### src/rtl/ddr_mem_arbiter.sv
`default_nettype none
// ============================================================================
//  Module      : ddr_mem_arbiter
//  Description : Two-master round-robin arbiter and access sequencer for a
//                single-port DDR memory model. Grants one request at a time,
//                issues a one-cycle wr/rd strobe, waits for the memory
//                response (with timeout) and returns read data and status
//                to the granted master.
//  Ports       : clk, reset            - clock, async active-high reset
//                mN_req/we/addr/wdata  - master N request side (N = 0,1)
//                mN_gnt/done/err/rdata - master N response side
//                mem_wr/rd/addr/wdata  - registered memory command
//                mem_rdata/rsp         - memory read data / completion pulse
//  Revision    : 1.0 - initial release
// ============================================================================
module ddr_mem_arbiter #(
  parameter int ADDR_WIDTH = 4,
  parameter int DATA_WIDTH = 32,
  parameter int TIMEOUT    = 15
) (
  input  logic                  clk,
  input  logic                  reset,
  // master 0
  input  logic                  m0_req,
  input  logic                  m0_we,
  input  logic [ADDR_WIDTH-1:0] m0_addr,
  input  logic [DATA_WIDTH-1:0] m0_wdata,
  output logic                  m0_gnt,
  output logic                  m0_done,
  output logic                  m0_err,
  output logic [DATA_WIDTH-1:0] m0_rdata,
  // master 1
  input  logic                  m1_req,
  input  logic                  m1_we,
  input  logic [ADDR_WIDTH-1:0] m1_addr,
  input  logic [DATA_WIDTH-1:0] m1_wdata,
  output logic                  m1_gnt,
  output logic                  m1_done,
  output logic                  m1_err,
  output logic [DATA_WIDTH-1:0] m1_rdata,
  // memory
  output logic                  mem_wr,
  output logic                  mem_rd,
  output logic [ADDR_WIDTH-1:0] mem_addr,
  output logic [DATA_WIDTH-1:0] mem_wdata,
  input  logic [DATA_WIDTH-1:0] mem_rdata,
  input  logic                  mem_rsp
);

  localparam logic [1:0] S_IDLE  = 2'd0;
  localparam logic [1:0] S_ISSUE = 2'd1;
  localparam logic [1:0] S_WAIT  = 2'd2;
  localparam logic [1:0] S_DONE  = 2'd3;

  // Counter value on which the last permitted WAIT cycle ends.
  localparam logic [7:0] c_TMO_LAST = 8'(TIMEOUT - 1);

  logic [1:0]            r_state, w_state_nxt;
  logic                  r_last,  w_last;
  logic                  r_cur,   w_cur;
  logic                  r_cur_we, w_cur_we;
  logic [7:0]            r_cnt,   w_cnt;
  logic [1:0]            r_gnt,   w_gnt;
  logic [1:0]            r_done,  w_done;
  logic [1:0]            r_err,   w_err;
  logic [DATA_WIDTH-1:0] r_rdata0, w_rdata0;
  logic [DATA_WIDTH-1:0] r_rdata1, w_rdata1;
  logic                  r_mem_wr, w_mem_wr;
  logic                  r_mem_rd, w_mem_rd;
  logic [ADDR_WIDTH-1:0] r_mem_addr, w_mem_addr;
  logic [DATA_WIDTH-1:0] r_mem_wdata, w_mem_wdata;

  // Arbitration: a lone requester wins; on a tie the master not granted
  // last time wins (r_last resets to 1 so m0 takes the first tie).
  logic                  w_any;
  logic                  w_win;
  logic                  w_win_we;
  logic [ADDR_WIDTH-1:0] w_win_addr;
  logic [DATA_WIDTH-1:0] w_win_wdata;

  assign w_any       = m0_req | m1_req;
  assign w_win       = (m0_req & m1_req) ? ~r_last : m1_req;
  assign w_win_we    = w_win ? m1_we    : m0_we;
  assign w_win_addr  = w_win ? m1_addr  : m0_addr;
  assign w_win_wdata = w_win ? m1_wdata : m0_wdata;

  // --------------------------------------------------------------------------
  // State and datapath registers
  // --------------------------------------------------------------------------
  always_ff @(posedge clk or posedge reset) begin
    if (reset) begin
      r_state     <= S_IDLE;
      r_last      <= 1'b1;
      r_cur       <= 1'b0;
      r_cur_we    <= 1'b0;
      r_cnt       <= 8'd0;
      r_gnt       <= 2'b00;
      r_done      <= 2'b00;
      r_err       <= 2'b00;
      r_rdata0    <= '0;
      r_rdata1    <= '0;
      r_mem_wr    <= 1'b0;
      r_mem_rd    <= 1'b0;
      r_mem_addr  <= '0;
      r_mem_wdata <= '0;
    end else begin
      r_state     <= w_state_nxt;
      r_last      <= w_last;
      r_cur       <= w_cur;
      r_cur_we    <= w_cur_we;
      r_cnt       <= w_cnt;
      r_gnt       <= w_gnt;
      r_done      <= w_done;
      r_err       <= w_err;
      r_rdata0    <= w_rdata0;
      r_rdata1    <= w_rdata1;
      r_mem_wr    <= w_mem_wr;
      r_mem_rd    <= w_mem_rd;
      r_mem_addr  <= w_mem_addr;
      r_mem_wdata <= w_mem_wdata;
    end
  end

  // --------------------------------------------------------------------------
  // Next-state logic
  // --------------------------------------------------------------------------
  always_comb begin
    w_state_nxt = r_state;
    case (r_state)
      S_IDLE:  if (w_any) w_state_nxt = S_ISSUE;
      S_ISSUE: w_state_nxt = S_WAIT;
      S_WAIT:  if (mem_rsp || (r_cnt == c_TMO_LAST)) w_state_nxt = S_DONE;
      S_DONE:  w_state_nxt = S_IDLE;
      default: w_state_nxt = S_IDLE;
    endcase
  end

  // --------------------------------------------------------------------------
  // Output / datapath next values (all outputs are registered from these)
  // --------------------------------------------------------------------------
  always_comb begin
    w_gnt       = 2'b00;
    w_done      = 2'b00;
    w_err       = 2'b00;
    w_mem_wr    = 1'b0;
    w_mem_rd    = 1'b0;
    w_mem_addr  = r_mem_addr;
    w_mem_wdata = r_mem_wdata;
    w_cur       = r_cur;
    w_cur_we    = r_cur_we;
    w_last      = r_last;
    w_cnt       = r_cnt;
    w_rdata0    = r_rdata0;
    w_rdata1    = r_rdata1;
    case (r_state)
      S_IDLE: begin
        if (w_any) begin
          w_gnt[w_win] = 1'b1;
          w_mem_wr     = w_win_we;
          w_mem_rd     = ~w_win_we;
          w_mem_addr   = w_win_addr;
          w_mem_wdata  = w_win_wdata;
          w_cur        = w_win;
          w_cur_we     = w_win_we;
          w_last       = w_win;
        end
      end
      S_ISSUE: begin
        w_cnt = 8'd0;
      end
      S_WAIT: begin
        if (mem_rsp) begin
          w_done[r_cur] = 1'b1;
          if (!r_cur_we) begin
            if (r_cur) w_rdata1 = mem_rdata;
            else       w_rdata0 = mem_rdata;
          end
        end else if (r_cnt == c_TMO_LAST) begin
          // Timeout: flag the error, leave read data untouched.
          w_done[r_cur] = 1'b1;
          w_err[r_cur]  = 1'b1;
        end else begin
          w_cnt = r_cnt + 8'd1;
        end
      end
      default: ;
    endcase
  end

  assign m0_gnt    = r_gnt[0];
  assign m1_gnt    = r_gnt[1];
  assign m0_done   = r_done[0];
  assign m1_done   = r_done[1];
  assign m0_err    = r_err[0];
  assign m1_err    = r_err[1];
  assign m0_rdata  = r_rdata0;
  assign m1_rdata  = r_rdata1;
  assign mem_wr    = r_mem_wr;
  assign mem_rd    = r_mem_rd;
  assign mem_addr  = r_mem_addr;
  assign mem_wdata = r_mem_wdata;

endmodule
`default_nettype wire
### config.mk
export PLATFORM = sky130hd
export DESIGN_NAME = ddr_mem_arbiter
export DESIGN_NICKNAME = d
export VERILOG_FILES = /design/src/rtl/ddr_mem_arbiter.sv
export SDC_FILE = /design/constraint.sdc
export NUM_CORES = 1
export LEC_CHECK = 0
export CORE_MARGIN = 2
export CORE_UTILIZATION = 43
export DETAILED_ROUTE_END_ITERATION = 10
export PLACE_DENSITY = 0.91
export RECOVER_POWER = 100
export SLEW_MARGIN = 10
export SYNTH_ARGS = -nofsm -noshare
export SYNTH_HDL_FRONTEND = slang
export SYNTH_SLANG_ARGS = --single-unit
### constraint.sdc
create_clock -name clk -period 4.6 [get_ports clk]
set_clock_uncertainty 0.05 [all_clocks]
set_input_delay 0.92 -clock clk [delete_from_list [all_inputs] [get_ports clk]]
set_output_delay 0.92 -clock clk [all_outputs]
set_load 0.05 [all_outputs]
==> impl_summary.txt <==
----------------------------------------------------
[Run status]
  Violations in the final reports ... max-capacitance violations, max-slew violations
  Run status ... finished with violations

[Worst setup path]
  Biggest fanout along the worst timing path ... 34
  Register-to-Register Setup Slack ... ~1.2 ns
  CP Capture Point ... mem_wdata[31]
  Origin of the critical flop-to-flop path ... r_state[0]
  Data required time of the worst path ... between 4 and 5 ns
  RR Endpoint ... m0_rdata[17]
  Kind of capture point of the worst setup path ... flip-flop
  Worst Reg2Reg Path Length in Cells ... 6
  Source of the critical timing path ... m1_req
  Critical path arrival ... 3.87 ns
  Type of the worst setup path ... input pin to flip-flop
  Worst Setup Start Kind ... input pin

[Timing]
  Final number of setup-violating endpoints ... 0
  Actual slew at the worst max-slew pin ... 1.85 ns
  Unrepaired setup endpoints after global routing ... false
  Setup tns final ... 0 ns
  Hold Vio Cnt, Final ... 0
  Worst slew margin relative to its limit ... -0.231
  Slew Limit Fails ... 120
  Clock period minus final worst setup slack ... 3.63 ns
  Final worst path period share ... 0.790
  Top achievable clock speed ... 275 MHz

[GRT]
  Initial antenna violation count ... 0
  Number of global-route vias before repair ... 4316
  Maximum number of pins on one net before global-route repair ... 87
  Gr usage total ... 0.215
  Congestion Overflow GR ... 0
  First-pass GRT wire length ... 21.5 mm

[Die]
  Height of the die ... roughly 110 µm
  Die area ... between 10000 and 15000 µm²
  Top-level port count ... 219
  Core Footprint ... 11600 µm²
  Die span in x ... 113 µm
  Starting density of the core ... 0.445
  Row count ... 39

[Routing]
  ANT nets after route ... 0
  DR WL/cell ... 17.2 µm
  Vias per std cell ... a little over 5
  Final WL ... 13.2 mm
  1st-iter DRT viols ... 201
  Number of vias after detailed routing ... around 4.0k
  First-pass iteration count of the detailed router ... 4
  Remaining DRCs ... 0

[Yosys]
  Most repeated cell in the gate-level netlist after synthesis ... sky130_fd_sc_hd__dfrtp_1
  Ranking of synthesized cells by instance count ... sky130_fd_sc_hd__dfrtp_1, sky130_fd_sc_hd__mux2_2, sky130_fd_sc_hd__nand2_1, sky130_fd_sc_hd__mux2i_1, sky130_fd_sc_hd__o21ai_0
  Post-Synthesis Cells ... just under 400
  Dominant cells by area after synthesis ... sky130_fd_sc_hd__dfrtp_1, sky130_fd_sc_hd__mux2_2, sky130_fd_sc_hd__mux2i_1, sky130_fd_sc_hd__o21ai_0, sky130_fd_sc_hd__nand2_1
  Post-synth ARST share ... 1.00
  Synth Cell Area ... 5150 µm²
  Most used flip-flop cell after synthesis ... sky130_fd_sc_hd__dfrtp_1
  Sequential element share of the synthesized area ... 0.588
  Area leader, netlist ... sky130_fd_sc_hd__dfrtp_1
  Register bit count reported by yosys ... between 100 and 150
  YS warnings ... 0
  Unique cell type count in the Yosys netlist ... 49
  Number of enable flip-flop cells after synthesis ... 0
  Avg Synthesized Cell Area ... 13.1 µm²
  Share of the synthesized area in the top cell type ... 0.583
  Syn_nets ... 509

[Clocking]
  Setup Buffers After CTS ... 0
  Number of buffers added to fix hold violations after cts ... 0
  Clock buffers created by TritonCTS ... 17
  Clock transition time at the flip-flop clock pins of the worst setup and hold paths ... 0.06 ns
  Deepest level of the CTS H-tree ... 4
  Clk root buf ... sky130_fd_sc_hd__clkbuf_16
  Source-to-sink clock delay at the later pin of the worst-skew pair ... 0.40 ns
  Number of sinks handled by clock tree synthesis ... between 100 and 150
  Clk buf depth ... 2
  CTS tree ... yes
  Quantity of gates resized following cts ... 0

[Layout]
  Number of antenna cells inserted ... 0
  Post-route core utilization ... 0.694
  Layout-stage area growth over the synthesis result ... 55.9%
  Net count, final ... 731
  Total area of multi-input combinational cells ... roughly 1900 µm²
  FILL cells ... between 700 and 800
  Layout cell share with drive strength beyond 1 ... 0.170
  Area of all sequential standard cells ... 3030 µm²

[Hold path]
  Type of the most critical hold path ... flip-flop to flip-flop

[Power]
  Max rail drop VDD ... about 410 µV
  P per Cell Area ... 808 nW/µm²
  Static Leak ... between 0.003 and 0.004 µW

[Placed design]
  Sum of net half-perimeters after detailed placement ... 9.87 mm
  Total of buffers placed on input and output ports ... 218
  Final weighted congestion of routability-driven global placement ... between 0.8 and 0.9

[Flow run]
  Number of max-capacitance violations reported ... 2

----------------------------------------------------
-- worst max-delay path, cell delays in order --
cell                            delay [ns]
sky130_fd_sc_hd__dlygate4sd3_1        0.61
sky130_fd_sc_hd__a21boi_0             0.89
sky130_fd_sc_hd__clkbuf_2             0.93
sky130_fd_sc_hd__nor2_1               0.16
sky130_fd_sc_hd__a221o_1              0.34
-- cells by family (layout without fill, tap and decap cells) --
logic type               after synthesis  after routing  share of synthesized area
flip-flops                           121            121                      0.588
AO/OA/AOI/OAI                         60             60                     0.0707
adder cells (fa/ha/maj)                5              5                     0.0122
multiplexers                         103            103                      0.216
AND/OR/NAND/NOR                       75             75                     0.0814
buffers and inverters                 29            264                     0.0316
-- worst min path at each step --
| stage | to | from | cells after the start |
|---|---|---|---|
| floorplan | r_cnt[6] | r_cnt[6] | 1 |
| global placement | mem_wdata[5] | mem_wdata[5] | 2 |
| detailed placement | mem_wdata[18] | mem_wdata[18] | 2 |
| CTS | mem_wdata[11] | mem_wdata[11] | 2 |
| global route | mem_wdata[21] | mem_wdata[21] | 2 |
| finish | mem_wdata[11] | mem_wdata[11] | 2 |
-- metrics by stage --
stage,power (µW),worst slack (ns),hold slack (ns),cells,cell area (µm²)
global route,6790,0.680,0.448,771,8030
floorplan,4070,0.417,0.431,393,5150
finish,6490,0.965,0.425,771,8030
CTS,6730,1.61,0.439,771,8080
global placement,5190,1.29,0.411,739,7440
detailed placement,5290,1.18,0.426,739,7440
-- metal layers --
metal  global-route usage  vias to the layer above  routed length (µm)  part of all wire
li1                     -                     1846                   -                 -
met1                0.247                     1922                5190              0.39
met2                0.372                      192                6660              0.50
met3               0.0723                       19                1160             0.087
met4               0.0862                        0                 233             0.018
met5                    0                        -                   0                 0
-- registers in the layout, summed over array words and instances, names as in the netlist --
signal	flops
m0_rdata	32
m1_rdata	32
mem_addr	4
mem_rd	1
mem_wdata	32
mem_wr	1
r_cnt	8
r_cur	1
r_cur_we	1
r_done	2
r_err	2
r_gnt	2
r_last	1
r_state	2
-- layout by cell type, fill, tap and decap left out, drive strengths merged, types with 4 or more instances in the layout --
| master | count |
|---|---|
| nand2 | 41 |
| bufinv | 4 |
| mux2 | 64 |
| mux2i | 39 |
| clkbuf | 22 |
| clkinv | 5 |
| dfrtp | 120 |
| inv | 10 |
| clkdlybuf4s50 | 107 |
| dlygate4sd3 | 111 |
| ha | 5 |
| o21ai | 37 |
| nor2 | 5 |
-- area by class of cell --
cell class                 instances  share of cell area
sequential                       121               0.377
timing repair buffer             224               0.276
multi-input combinational        243               0.242
clock buffer                      18              0.0547
tap                              143              0.0223
clock inverter                    14              0.0245
inverter                           8             0.00374
-- power breakdown --
group          internal, µW  switching (µW)
combinational          1070            2210
clock                   924             485
sequential             1540             264
Power figures use the tool's default switching activity.
